### src/rtl/ctrl_pkg.sv
// ctrl_pkg: shared types and encodings for the accumulator-machine control unit.
//   opcode_t   - instruction opcodes held in the IR opcode field
//   state_t    - multicycle control states
//   alu_op_t   - ALU operation select
//   ACC_SEL_*, PC_SEL_*, ADDR_SEL_*, ALU_B_* - datapath mux encodings
package ctrl_pkg;

  typedef enum logic [4:0] {
    OP_HLT  = 5'd0,
    OP_LD   = 5'd1,
    OP_STO  = 5'd2,
    OP_LDI  = 5'd3,
    OP_ADD  = 5'd4,
    OP_ADDI = 5'd5,
    OP_SUB  = 5'd6,
    OP_SUBI = 5'd7,
    OP_JMP  = 5'd8,
    OP_BEQ  = 5'd9,
    OP_BLT  = 5'd10
  } opcode_t;

  // Highest defined opcode; anything above it is illegal.
  localparam logic [31:0] OP_LAST = 32'd10;

  typedef enum logic [2:0] {
    FETCH  = 3'd0,
    DECODE = 3'd1,
    EXEC   = 3'd2,
    MEM    = 3'd3,
    HALT   = 3'd4
  } state_t;

  typedef enum logic [1:0] {
    ALU_ADD    = 2'd0,
    ALU_SUB    = 2'd1,
    ALU_PASS_B = 2'd2
  } alu_op_t;

  localparam logic [1:0] ACC_SEL_ALU = 2'd0;
  localparam logic [1:0] ACC_SEL_MEM = 2'd1;
  localparam logic [1:0] ACC_SEL_IMM = 2'd2;

  localparam logic PC_SEL_INC  = 1'b0;
  localparam logic PC_SEL_IR   = 1'b1;
  localparam logic ADDR_SEL_PC = 1'b0;
  localparam logic ADDR_SEL_IR = 1'b1;
  localparam logic ALU_B_MEM   = 1'b0;
  localparam logic ALU_B_IMM   = 1'b1;

endpackage

### src/rtl/mem_watchdog.sv
// mem_watchdog: counts consecutive cycles a memory request waits without ack.
//   clock   - system clock
//   reset_n - synchronous active-low reset
//   req     - memory request currently asserted
//   ack     - memory completion this cycle
//   clear   - controller is changing state; restart the count
//   expired - this is the MEM_TIMEOUT-th unacknowledged request cycle
// An ack in the final allowed cycle suppresses expired, so ack always wins.
module mem_watchdog #(
  parameter int MEM_TIMEOUT = 15
) (
  input  logic clock,
  input  logic reset_n,
  input  logic req,
  input  logic ack,
  input  logic clear,
  output logic expired
);

  localparam int TIMEOUT_WIDTH = $clog2(MEM_TIMEOUT + 1);
  localparam logic [TIMEOUT_WIDTH-1:0] LAST_WAIT = TIMEOUT_WIDTH'(MEM_TIMEOUT - 1);
  localparam logic [TIMEOUT_WIDTH-1:0] CNT_MAX   = TIMEOUT_WIDTH'(MEM_TIMEOUT);

  logic [TIMEOUT_WIDTH-1:0] count_r;

  assign expired = req & ~ack & (count_r == LAST_WAIT);

  // Wait-cycle counter; saturates so it can never wrap back below the limit.
  always_ff @(posedge clock) begin
    if (!reset_n) begin
      count_r <= '0;
    end else if (clear || ack || !req) begin
      count_r <= '0;
    end else if (count_r != CNT_MAX) begin
      count_r <= count_r + TIMEOUT_WIDTH'(1);
    end else begin
      count_r <= count_r;
    end
  end

endmodule

### src/rtl/ctrl_unit.sv
// ctrl_unit: multicycle FETCH/DECODE/EXEC/MEM control FSM for the accumulator datapath.
// Inputs : clock, ctrl_reset_n (sync, active-low), ctrl_opcode (IR opcode field),
//          ctrl_mem_ack, ctrl_zero, ctrl_neg, ctrl_step (only with CTRL_STEP_EN).
// Outputs: ctrl_reg_reset, ctrl_pc_wr/ir_wr/acc_wr strobes, ctrl_pc_sel, ctrl_acc_sel,
//          ctrl_alu_op, ctrl_alu_b_sel, ctrl_addr_sel, ctrl_mem_req, ctrl_mem_we,
//          sticky ctrl_halted/ctrl_illegal/ctrl_fault.
// Build option: define CTRL_STEP_EN to add single-step control via ctrl_step.
// Strobes are combinational because register writes must land in the ack cycle.
module ctrl_unit
  import ctrl_pkg::*;
#(
  parameter int OPCODE_WIDTH = 5,
  parameter int MEM_TIMEOUT  = 15
) (
  input  logic                    clock,
  input  logic                    ctrl_reset_n,
  input  logic [OPCODE_WIDTH-1:0] ctrl_opcode,
  input  logic                    ctrl_mem_ack,
  input  logic                    ctrl_zero,
  input  logic                    ctrl_neg,
`ifdef CTRL_STEP_EN
  input  logic                    ctrl_step,
`endif
  output logic                    ctrl_reg_reset,
  output logic                    ctrl_pc_wr,
  output logic                    ctrl_ir_wr,
  output logic                    ctrl_acc_wr,
  output logic                    ctrl_pc_sel,
  output logic [1:0]              ctrl_acc_sel,
  output logic [1:0]              ctrl_alu_op,
  output logic                    ctrl_alu_b_sel,
  output logic                    ctrl_addr_sel,
  output logic                    ctrl_mem_req,
  output logic                    ctrl_mem_we,
  output logic                    ctrl_halted,
  output logic                    ctrl_illegal,
  output logic                    ctrl_fault
);

  state_t      state_r, next_state_s;
  logic        halted_r, illegal_r, fault_r;
  logic        set_illegal_s, set_fault_s;
  logic        fetch_go_s, mem_req_s, wd_expired_s, wd_clear_s;
  logic [31:0] op_ext_s;
  logic        op_in_range_s;
  opcode_t     op_s;

  // Widen first so the range check works for any opcode field width.
  assign op_ext_s      = 32'(ctrl_opcode);
  assign op_in_range_s = (op_ext_s <= OP_LAST);
  assign op_s          = opcode_t'(op_ext_s[4:0]);

`ifdef CTRL_STEP_EN
  logic step_pending_r;

  // One-deep step request; consumption on entry to DECODE beats a coincident pulse.
  always_ff @(posedge clock) begin
    if (!ctrl_reset_n) begin
      step_pending_r <= 1'b0;
    end else if (next_state_s == DECODE) begin
      step_pending_r <= 1'b0;
    end else if (ctrl_step) begin
      step_pending_r <= 1'b1;
    end else begin
      step_pending_r <= step_pending_r;
    end
  end

  assign fetch_go_s = step_pending_r;
`else
  assign fetch_go_s = 1'b1;
`endif

  // Kept outside the FSM block so the watchdog sees req without a combinational loop.
  assign mem_req_s = ctrl_reset_n &
                     (((state_r == FETCH) & fetch_go_s) | (state_r == MEM));
  assign wd_clear_s = (next_state_s != state_r);

  mem_watchdog #(
    .MEM_TIMEOUT(MEM_TIMEOUT)
  ) u_mem_watchdog (
    .clock  (clock),
    .reset_n(ctrl_reset_n),
    .req    (mem_req_s),
    .ack    (ctrl_mem_ack),
    .clear  (wd_clear_s),
    .expired(wd_expired_s)
  );

  // State register.
  always_ff @(posedge clock) begin
    if (!ctrl_reset_n) begin
      state_r <= FETCH;
    end else begin
      state_r <= next_state_s;
    end
  end

  // Next-state and datapath control decode.
  always_comb begin
    next_state_s   = state_r;
    set_illegal_s  = 1'b0;
    set_fault_s    = 1'b0;
    ctrl_pc_wr     = 1'b0;
    ctrl_ir_wr     = 1'b0;
    ctrl_acc_wr    = 1'b0;
    ctrl_pc_sel    = PC_SEL_INC;
    ctrl_acc_sel   = ACC_SEL_ALU;
    ctrl_alu_op    = ALU_ADD;
    ctrl_alu_b_sel = ALU_B_MEM;
    ctrl_addr_sel  = ADDR_SEL_PC;
    ctrl_mem_we    = 1'b0;
    if (!ctrl_reset_n) begin
      next_state_s = FETCH;
    end else begin
      case (state_r)
        FETCH: begin
          if (mem_req_s && ctrl_mem_ack) begin
            ctrl_ir_wr   = 1'b1;
            ctrl_pc_wr   = 1'b1;
            next_state_s = DECODE;
          end else if (wd_expired_s) begin
            set_fault_s  = 1'b1;
            next_state_s = HALT;
          end else begin
            next_state_s = FETCH;
          end
        end
        DECODE: begin
          if (!op_in_range_s) begin
            set_illegal_s = 1'b1;
            next_state_s  = HALT;
          end else begin
            case (op_s)
              OP_LD, OP_STO, OP_ADD, OP_SUB: next_state_s = MEM;
              OP_HLT:                        next_state_s = HALT;
              default:                       next_state_s = EXEC;
            endcase
          end
        end
        EXEC: begin
          next_state_s = FETCH;
          case (op_s)
            OP_LDI: begin
              ctrl_acc_wr  = 1'b1;
              ctrl_acc_sel = ACC_SEL_IMM;
            end
            OP_ADDI: begin
              ctrl_acc_wr    = 1'b1;
              ctrl_alu_b_sel = ALU_B_IMM;
            end
            OP_SUBI: begin
              ctrl_acc_wr    = 1'b1;
              ctrl_alu_b_sel = ALU_B_IMM;
              ctrl_alu_op    = ALU_SUB;
            end
            OP_JMP: begin
              ctrl_pc_wr  = 1'b1;
              ctrl_pc_sel = PC_SEL_IR;
            end
            OP_BEQ: begin
              ctrl_pc_wr  = ctrl_zero;
              ctrl_pc_sel = PC_SEL_IR;
            end
            OP_BLT: begin
              ctrl_pc_wr  = ctrl_neg;
              ctrl_pc_sel = PC_SEL_IR;
            end
            default: begin
              ctrl_pc_wr = 1'b0;
            end
          endcase
        end
        MEM: begin
          ctrl_addr_sel = ADDR_SEL_IR;
          ctrl_mem_we   = (op_s == OP_STO);
          if (ctrl_mem_ack) begin
            next_state_s = FETCH;
            case (op_s)
              OP_LD: begin
                ctrl_acc_wr  = 1'b1;
                ctrl_acc_sel = ACC_SEL_MEM;
              end
              OP_ADD: begin
                ctrl_acc_wr = 1'b1;
              end
              OP_SUB: begin
                ctrl_acc_wr = 1'b1;
                ctrl_alu_op = ALU_SUB;
              end
              default: begin
                ctrl_acc_wr = 1'b0;
              end
            endcase
          end else if (wd_expired_s) begin
            set_fault_s  = 1'b1;
            next_state_s = HALT;
          end else begin
            next_state_s = MEM;
          end
        end
        HALT: begin
          next_state_s = HALT;
        end
        default: begin
          next_state_s = FETCH;
        end
      endcase
    end
  end

  // Sticky status flags, cleared only by reset.
  always_ff @(posedge clock) begin
    if (!ctrl_reset_n) begin
      halted_r  <= 1'b0;
      illegal_r <= 1'b0;
      fault_r   <= 1'b0;
    end else begin
      halted_r  <= halted_r | (next_state_s == HALT);
      illegal_r <= illegal_r | set_illegal_s;
      fault_r   <= fault_r | set_fault_s;
    end
  end

  assign ctrl_reg_reset = ~ctrl_reset_n;
  assign ctrl_mem_req   = mem_req_s;
  assign ctrl_halted    = halted_r;
  assign ctrl_illegal   = illegal_r;
  assign ctrl_fault     = fault_r;

endmodule

### config.mk
export PLATFORM = sky130hd
export DESIGN_NAME = ctrl_unit
export DESIGN_NICKNAME = d
export VERILOG_FILES = /design/src/rtl/ctrl_pkg.sv /design/src/rtl/mem_watchdog.sv /design/src/rtl/ctrl_unit.sv
export SDC_FILE = /design/constraint.sdc
export NUM_CORES = 1
export LEC_CHECK = 0
export BUFFER_PORTS_ARGS = -buffer_cell sky130_fd_sc_hd__buf_2
export CAP_MARGIN = 10
export CORE_AREA = 3 3 44 46
export DETAILED_ROUTE_END_ITERATION = 6
export DIE_AREA = 0 0 47 49
export GPL_ROUTABILITY_DRIVEN = 0
export GPL_TIMING_DRIVEN = 0
export PLACE_DENSITY = 0.76
export SLEW_MARGIN = 25
export SYNTH_ARGS = -nofsm -noshare
export SYNTH_HDL_FRONTEND = slang
export SYNTH_SLANG_ARGS = --single-unit
### constraint.sdc
create_clock -name clock -period 1.7 [get_ports clock]
set_input_delay 0.425 -clock clock [delete_from_list [all_inputs] [get_ports clock]]
set_output_delay 0.425 -clock clock [all_outputs]
set_load 0.01 [all_outputs]
==> Word-level counts from Yosys, hierarchy flattened <==
Index checks and enable logic that the tools add are counted.
{ "op_classes": {"n_addsub": 1, "mul": 0, "div": 0, "magnitude_cmp": 1, "eq_ne": 18, "n_shift": 0, "mux": 47, "bitwise": 9, "reduce_logical": 12} }
{ "ops": {"columns": ["op", "count"], "rows": [
  ["1-bit two-way mux", 31],
  ["5-bit by 3-bit equality test with 1-bit output (second input constant)", 4],
  ["3-bit two-way mux", 6],
  ["5-bit by 4-bit equality test with 1-bit output (second input constant)", 3],
  ["3-bit case mux with 4 select lines", 1],
  ["5-bit by 2-bit equality test with 1-bit output (second input constant)", 2],
  ["3-bit OR reduction", 3],
  ["1-bit case mux with 2 select lines", 4],
  ["3-bit by 2-bit equality test with 1-bit output (second input constant)", 2],
  ["3-bit equality test (second input constant)", 2],
  ["3-bit case mux with 2 select lines", 1],
  ["5-bit by 1-bit equality test with 1-bit output (second input constant)", 1],
  ["5-bit by 4-bit <= comparator with 1-bit output (second input constant)", 1],
  ["5-bit logical NOT", 1],
  ["4-bit by 1-bit adder with 4-bit output (second input constant)", 1],
  ["4-bit equality test (second input constant)", 1],
  ["2-bit two-way mux", 2],
  ["4-bit inequality test (second input constant)", 1],
  ["1-bit bitwise OR", 4],
  ["2-bit case mux with 2 select lines", 1],
  ["2-bit OR reduction", 2],
  ["4-bit OR reduction", 1],
  ["1-bit bitwise AND", 3],
  ["3-bit by 1-bit equality test with 1-bit output (second input constant)", 1],
  ["other kinds (7)", 9]
]} }
{ "word_totals": {"regBits": 10, "latchBits": 0, "ramBits": 0, "romBits": 0, "inputBits": 10, "elab_cells": 93, "memories": 0} }

==> Depth between registers and ports, before layout <==
Gate-level depths: netlist of run 1.
{ "logic_depth": {"ltp_word": 13, "depth_mapped": 6, "mapped_depth_nobuf": 6} }

==> Cells and area by module <==
From an unflattened synthesis of run 1, not the netlist that was laid out.
{ "unflattened": {"cells_unflattened": 111, "hier_area_um2": 897.1} }
{ "modules_own_cells": {"columns": ["module", "instances", "cells_each", "area_each_um2", "seq_area_each_um2"], "rows": [
  ["ctrl_unit", 1, 87, 633.1, 120.1],
  ["mem_watchdog", 1, 24, 264.0, 80.1]
]} }

==> Least setup slack after synthesis of run 1 <==
OpenSTA, ideal clock, no wires.
{ "synth_timing": {"kind": "input to output", "startpoint": "in ctrl_opcode[4]", "endpoint": "out ctrl_mem_we", "arrival_ps": 1352, "slack_ps": -77, "stages": 4, "n_path_buf": 0, "path_cell_list": "nand3b_1 > nor3_1 > nand2_1 > nor4b_1"} }
{ "synth_between": {"elab_chain_cells": 3} }
{ "synth_rtl": {"columns": ["element", "line", "text"], "rows": [
  ["start: declaration", "ctrl_unit.sv:17", "input logic [OPCODE_WIDTH-1:0] ctrl_opcode,"],
  ["5-bit by 2-bit equality test with 1-bit output", "ctrl_unit.sv:176", "ctrl_mem_we = (op_s == OP_STO);"],
  ["1-bit two-way mux", "ctrl_unit.sv:116", "case (state_r)"],
  ["1-bit two-way mux", "ctrl_unit.sv:113", "if (!ctrl_reset_n) begin"],
  ["end: declaration", "ctrl_unit.sv:34", "output logic ctrl_mem_we,"]
]} }
Every way passes these cells.

==> Worst setup path after layout of run 1 <==
{ "layout_timing": {"startpoint": "reg state_r[1]", "endpoint": "out ctrl_mem_we"} }
{ "layout_between": {"elab_chain_cells": 3} }
{ "layout_rtl": {"columns": ["element", "line", "text"], "rows": [
  ["start: declaration", "ctrl_unit.sv:40", "state_t state_r, next_state_s;"],
  ["start signal: assignment", "ctrl_unit.sv:95", "state_r <= next_state_s;"],
  ["3-bit by 2-bit equality test with 1-bit output", "ctrl_unit.sv:116", null],
  ["1-bit two-way mux", "ctrl_unit.sv:116", null],
  ["1-bit two-way mux", "ctrl_unit.sv:113", null]
]} }
Every way passes these cells.

==> results of run 1 <==
cells by family after synthesis:
family | Yosys count | share of synthesized area, %
simple gates | 47 | 37.1
compound gates | 18 | 18.9
buf+inv | 12 | 7.89
flops | 10 | 27.4
fa+ha+maj | 2 | 3.43
xor+xnor | 2 | 3.43
other cells | 1 | 0.514
mux | 1 | 1.37
placed cells by master, fill, tap and decap left out, types with 2 or more instances in the layout:
master / count
a21o_1: 2
a21oi_1: 2
a31oi_1: 2
and2_1: 2
buf_2: 23
buf_4: 11
clkbuf_4: 3
dfxtp_1: 7
dfxtp_2: 2
ha_1: 2
inv_1: 6
nand2_1: 4
nand2_2: 3
nand3_1: 2
nand4_1: 2
nor2_1: 9
nor2_2: 2
nor2b_1: 4
nor3_2: 3
nor3b_1: 4
o21a_1: 3
per-layer routing:
layer,routed length (um),up-vias,part of all wire (%)
met5,0,-,0
met4,17,0,0.88
met1,814,367,42
met2,955,20,50
met3,138,2,7.2
li1,-,397,-
power by group through the flow:
stage	Sequential (mW)	Combinational, mW	Clock [mW]
after floorplan	0.263	0.0938	0
final	0.266	0.180	0.161
after global routing	0.268	0.197	0.178
after global placement	0.261	0.135	0
after CTS	0.265	0.170	0.168
after detailed placement	0.262	0.138	0
area by class of cell:
type / instances / area share (%)
multi-input cells: 71 / 51.4
inverters: 6 / 2.16
plain buffers: 4 / 4.09
clock buffers: 3 / 2.16
flip-flops and latches: 10 / 19.8
repair buffers: 32 / 18.4
well taps: 16 / 1.92
worst max-delay path, stage by stage (launching register included):
cell	delay, ns
dfxtp_2	0.35
nand3b_1	0.14
nor3_4	0.20
nand2_2	0.10
nor4b_2	0.25
buf_2	0.16
what timing repair did:
item,in CTS,in global routing
pin swaps,11,7
cloned,0,0
endpoints found under the setup margin,11,11
gates resized for setup,16,8
setup buffers,9,2
how the worst min path moves through the flow:
stage	end	cells past startpoint
finish	state_r[1]$_SDFF_PN0_	2
global route	state_r[1]$_SDFF_PN0_	2
CTS	state_r[0]$_SDFF_PN0_	2
detailed placement	ctrl_fault$_SDFF_PN0_	1
global placement	ctrl_halted$_SDFF_PN0_	2
floorplan	ctrl_halted$_SDFF_PN0_	2
metrics by stage:
step                      cells  worst slack (ns)  hold WS [ns]  setup TNS (ns)
after global routing        142            -0.300         0.450           -1.31
after CTS                   141            -0.251         0.443           -1.03
final                       142            -0.194         0.451          -0.675
after floorplan              93            0.0119         0.484               0
after global placement      131            -0.246         0.452          -0.681
after detailed placement    131            -0.256         0.458          -0.813
flip-flops by register name, summed over array words and instances, names as in the netlist:
signal	count
state_r	3
ctrl_illegal	1
u_mem_watchdog.count_r	4
ctrl_fault	1
ctrl_halted	1
==> flow_metrics.py, run 1 <==
metrics = {
    "sta": {
        "hold_viol": 0,
        "setup_viol": 6,
        "post-route-period-util_pct": 111,
        "rsz0062_at_grt": "yes",
        "finalClockSkew_ns": 0.00708,
        "period_needed_ns": 1.89,
        "setup_ws_ns": -0.194,
        "drv_slew": 0,
        "timing.fmax_mhz": 528,
    },
    "clock_network": {
        "clkLatencyLatePin_ns": 0.26,
        "numCtsBuffers": 3,
        "clk_pin_slew_ns": 0.07,
        "cts_tree": "yes",
        "clock_tree.buffer_depth": 2,
        "clock-root-buffer": "clkbuf_4",
        "cts.sinks": 10,
        "ctsHoldBuffers": 0,
        "h-tree-depth": 1,
    },
    "logic_synthesis": {
        "yosysMostFrequentCell": "nor2_1",
        "ys_types": 39,
        "synth_top_area_share_pct": 27.4,
        "ys_async_sr_fraction_pct": 0,
        "synth_top_cells_by_count": "12 x nor2_1, 10 x dfxtp_1, 7 x nand2_1",
        "netlist_area_sq_um": 729,
        "synth_edf_count": 0,
        "ys_ff_latch": 10,
        "synth_area_per_cell_sq_um": 7.84,
        "syn-num-nets": 105,
        "yosys-top-cells-area": "dfxtp_1 27%, nor2_1 6.2%, nor3b_1 4.1%",
        "synth_area_leader_cell": "dfxtp_1",
        "synthCells": 93,
        "synth-seq-area-share_pct": 27.4,
        "synthFlopType": "dfxtp_1",
        "yosysWarnings": 0,
    },
    "global_routing": {
        "grt_pass1_wl_um": 2790,
        "antenna_found_initial": 0,
        "overflow": 0,
        "grt_pass1_vias": 681,
        "busiest_layer": "met2",
        "met3_usage_pct": 5.90,
        "use_met1_pct": 18.4,
        "grt_max_degree": 11,
        "grt_use_total_pct": 16.0,
        "use_met2_pct": 26.0,
    },
    "route": {
        "wl_um": 1930,
        "via_per_inst": 5.54,
        "first_pass_iters": 4,
        "drc": 0,
        "avgRoutedWirePerCell_um": 13.6,
        "drt_iter0_drc": 6,
        "drtAntennaViolNets": 0,
        "vias": 786,
    },
    "floorplanning": {
        "start_util_pct": 47.3,
        "die_area_sq_um": 2300,
        "fp.coreArea_sq_um": 1540,
        "io_pins": 26,
        "rows": 14,
        "die_width_um": 47,
        "die_h_um": 49,
    },
    "setup_path": {
        "crit_path_end_kind": "output port",
        "crit_required_ns": 1.27,
        "r2r-end": "u_mem_watchdog.count_r[3]$_SDFFE_PP0P_",
        "endpoint": "ctrl_mem_we",
        "rr_worst_depth": 5,
        "r2r-start": "u_mem_watchdog.count_r[0]$_SDFFE_PP0P_",
        "crit_fanout": 3,
        "critPathLaunch": "state_r[1]$_SDFF_PN0_",
        "crit_type": "register to output port",
        "start_kind": "register",
        "crit_arrival_ns": 1.47,
        "reg2reg_slack_ns": 0.16,
    },
    "final_layout": {
        "final_area_sq_um": 1040,
        "multi_input_area_sq_um": 536,
        "fill_cells": 147,
        "seq_area_sq_um": 206,
        "area_growth_pct": 42.7,
        "nNetsFinal": 140,
        "n_antenna_cell": 0,
        "utilization_pct": 67.5,
        "drive_gt1_share_pct": 48.4,
    },
    "power": {
        "power_frac_comb_pct": 29.7,
        "switching_power_mw": 0.185,
        "p_clk_share_pct": 26.4,
        "p_int_mw": 0.422,
        "powerDensity_nw_per_um2": 583,
        "power_mw": 0.607,
        "ir_worst_vdd_mv": 0.410,
        "switching_share_pct": 30.5,
        "power.leakage_nw": 0.472,
        "seq_power_share_pct": 43.8,
    },
    "placed_design": {
        "portBuffers": 22,
        "hpwl_um": 1290,
        "place_area_sq_um": 871,
    },
    "worst_hold_path": {
        "min_path_type": "primary input to register",
        "hp-start": "ctrl_reset_n",
    },
    "outcome": {
        "violations": "setup timing",
        "outcome": "finished, violations left",
    },
    "job": {
        "drv_cap": 0,
    },
}
Power figures use the tool's default switching activity.
==> inputs of run 2 (changes only) <==
==> constraint.sdc (replaced) <==
create_clock -name clock -period 1.7 [get_ports clock]
set_input_delay 0.34 -clock clock [delete_from_list [all_inputs] [get_ports clock]]
set_output_delay 0.34 -clock clock [all_outputs]
set_load 0.01 [all_outputs]
==> flow_metrics.py, run 2 (synthesis gave the netlist of run 1 again) <==
metrics = {
    "placed_design": {
        "hpwl_um": 1260,
        "portBuffers": 22,
        "dp_slack_ns": -0.138,
    },
    "setup_path": {
        "crit_family": "simple AND/OR/NAND/NOR gates",
        "cp_num_buf_inv": 2,
        "crit_fanout": 3,
        "crit_arrival_ns": 1.46,
        "cp_cell_sequence": "nand3b_1, nor3_2, nand2_1, buf_6, nor3b_2, buf_2",
        "crit_required_ns": 1.36,
        "crit_path_end_kind": "output port",
        "crit_type": "register to output port",
        "cpMaxStageDelayCell": "dfxtp_2",
        "start_kind": "register",
        "max_stage_delay_ns": 0.33,
    },
    "sta": {
        "period_needed_ns": 1.80,
        "rsz0062_at_grt": "yes",
        "drv_slew": 0,
        "hold_viol": 0,
        "finalClockSkew_ns": 0.00299,
        "setup_ws_ns": -0.0976,
        "post-route-period-util_pct": 106,
        "setup_viol": 4,
        "timing.fmax_mhz": 556,
    },
    "global_routing": {
        "grt_use_total_pct": 17.4,
        "antenna_found_initial": 0,
        "use_met2_pct": 29.6,
        "met3_usage_pct": 5.17,
        "use_met1_pct": 19.8,
        "grt_pass1_vias": 759,
        "overflow": 0,
        "busiest_layer": "met2",
        "grt_pass1_wl_um": 3080,
        "grt_max_degree": 11,
    },
    "final_layout": {
        "drive_gt1_share_pct": 46.0,
        "area_growth_pct": 44.1,
        "n_antenna_cell": 0,
        "layout_common_cells": "22 x buf_2, 11 x nor2_1, 7 x buf_4, 7 x dfxtp_1",
        "utilization_pct": 68.2,
        "final_common_cell": "buf_2",
        "top_register": "u_mem_watchdog.count_r",
        "reg_top3": "u_mem_watchdog.count_r: 4 flops, state_r: 3 flops",
        "nNetsFinal": 140,
        "largest_register_ffs": 4,
    },
    "clock_network": {
        "cts.sinks": 10,
        "clk_pin_slew_ns": 0.06,
        "clkLatencyLatePin_ns": 0.25,
        "cts_tree": "yes",
        "h-tree-depth": 1,
        "clock-root-buffer": "clkbuf_4",
        "clock_tree.buffer_depth": 2,
        "numCtsBuffers": 3,
    },
    "outcome": {
        "violations": "setup timing",
        "outcome": "finished, violations left",
    },
    "power": {
        "ir_worst_vdd_mv": 0.436,
        "powerDensity_nw_per_um2": 574,
        "power.leakage_nw": 0.482,
    },
    "route": {
        "drc": 0,
        "first_pass_iters": 5,
        "wl_um": 1920,
        "vias": 812,
        "drt_iter0_drc": 17,
        "via_per_inst": 5.72,
        "avgRoutedWirePerCell_um": 13.5,
        "drtAntennaViolNets": 0,
    },
    "floorplanning": {
        "start_util_pct": 47.3,
        "rows": 14,
        "die_area_sq_um": 2300,
        "io_pins": 26,
        "fp.coreArea_sq_um": 1540,
        "die_width_um": 47,
        "die_h_um": 49,
    },
    "job": {
        "drv_cap": 0,
    },
    "worst_hold_path": {
        "min_path_type": "primary input to register",
    },
}
run 2: per-layer routing:
layer  vias to the layer above  wire length [um]
li1                        396                 -
met1                       383               793
met2                        31               976
met3                         2               142
met4                         0                 8
met5                         -                 0
run 2: path summary, 6_finish.rpt:
path / start / to / slack [ns] / cells past startpoint
worst max-delay path: state_r[1]$_SDFF_PN0_ / ctrl_acc_sel[1] / -0.1 / 6
worst min-delay path: ctrl_reset_n / state_r[0]$_SDFF_PN0_ / 0.37 / 2
worst max register to register: u_mem_watchdog.count_r[0]$_SDFFE_PP0P_ / u_mem_watchdog.count_r[3]$_SDFFE_PP0P_ / 0.16 / 5
worst min register to register: ctrl_halted$_SDFF_PN0_ / ctrl_halted$_SDFF_PN0_ / 0.47 / 2
run 2: layout make-up:
type,count,area [sq um]
fill,133,490
timing repair buffer,32,206
multi-input combinational,71,541
clock buffer,3,22.5
inverter,6,22.5
sequential,10,206
tap,16,20.0
buffer,4,32.5
run 2: repair_timing:
| action | CTS | global route |
|---|---|---|
| buffers inserted | 9 | 2 |
| endpoints found under the hold margin | 0 | 0 |
| gates resized for setup | 17 | 10 |
| gates cloned | 0 | 0 |
| hold buffers | 0 | 0 |
| pin swaps | 10 | 10 |
| endpoints found under the setup margin | 10 | 10 |
run 2: stage by stage:
stage | hold WS, ns | cells | setup TNS, ns | total power [mW] | instance area (sq um)
floorplan | 0.457 | 93 | 0 | 0.355 | 729
global placement | 0.451 | 131 | -0.0765 | 0.394 | 860
detailed placement | 0.459 | 131 | -0.144 | 0.397 | 860
CTS | 0.357 | 141 | -0.731 | 0.592 | 1010
global route | 0.360 | 142 | -0.685 | 0.643 | 1050
finish | 0.372 | 142 | -0.248 | 0.603 | 1050
run 2: power breakdown:
part           switching [mW]  total (mW)  internal (mW)
Combinational          0.0897       0.185         0.0957
Sequential             0.0169       0.264          0.248
Clock                  0.0723       0.154         0.0814
Total                   0.179       0.603          0.425
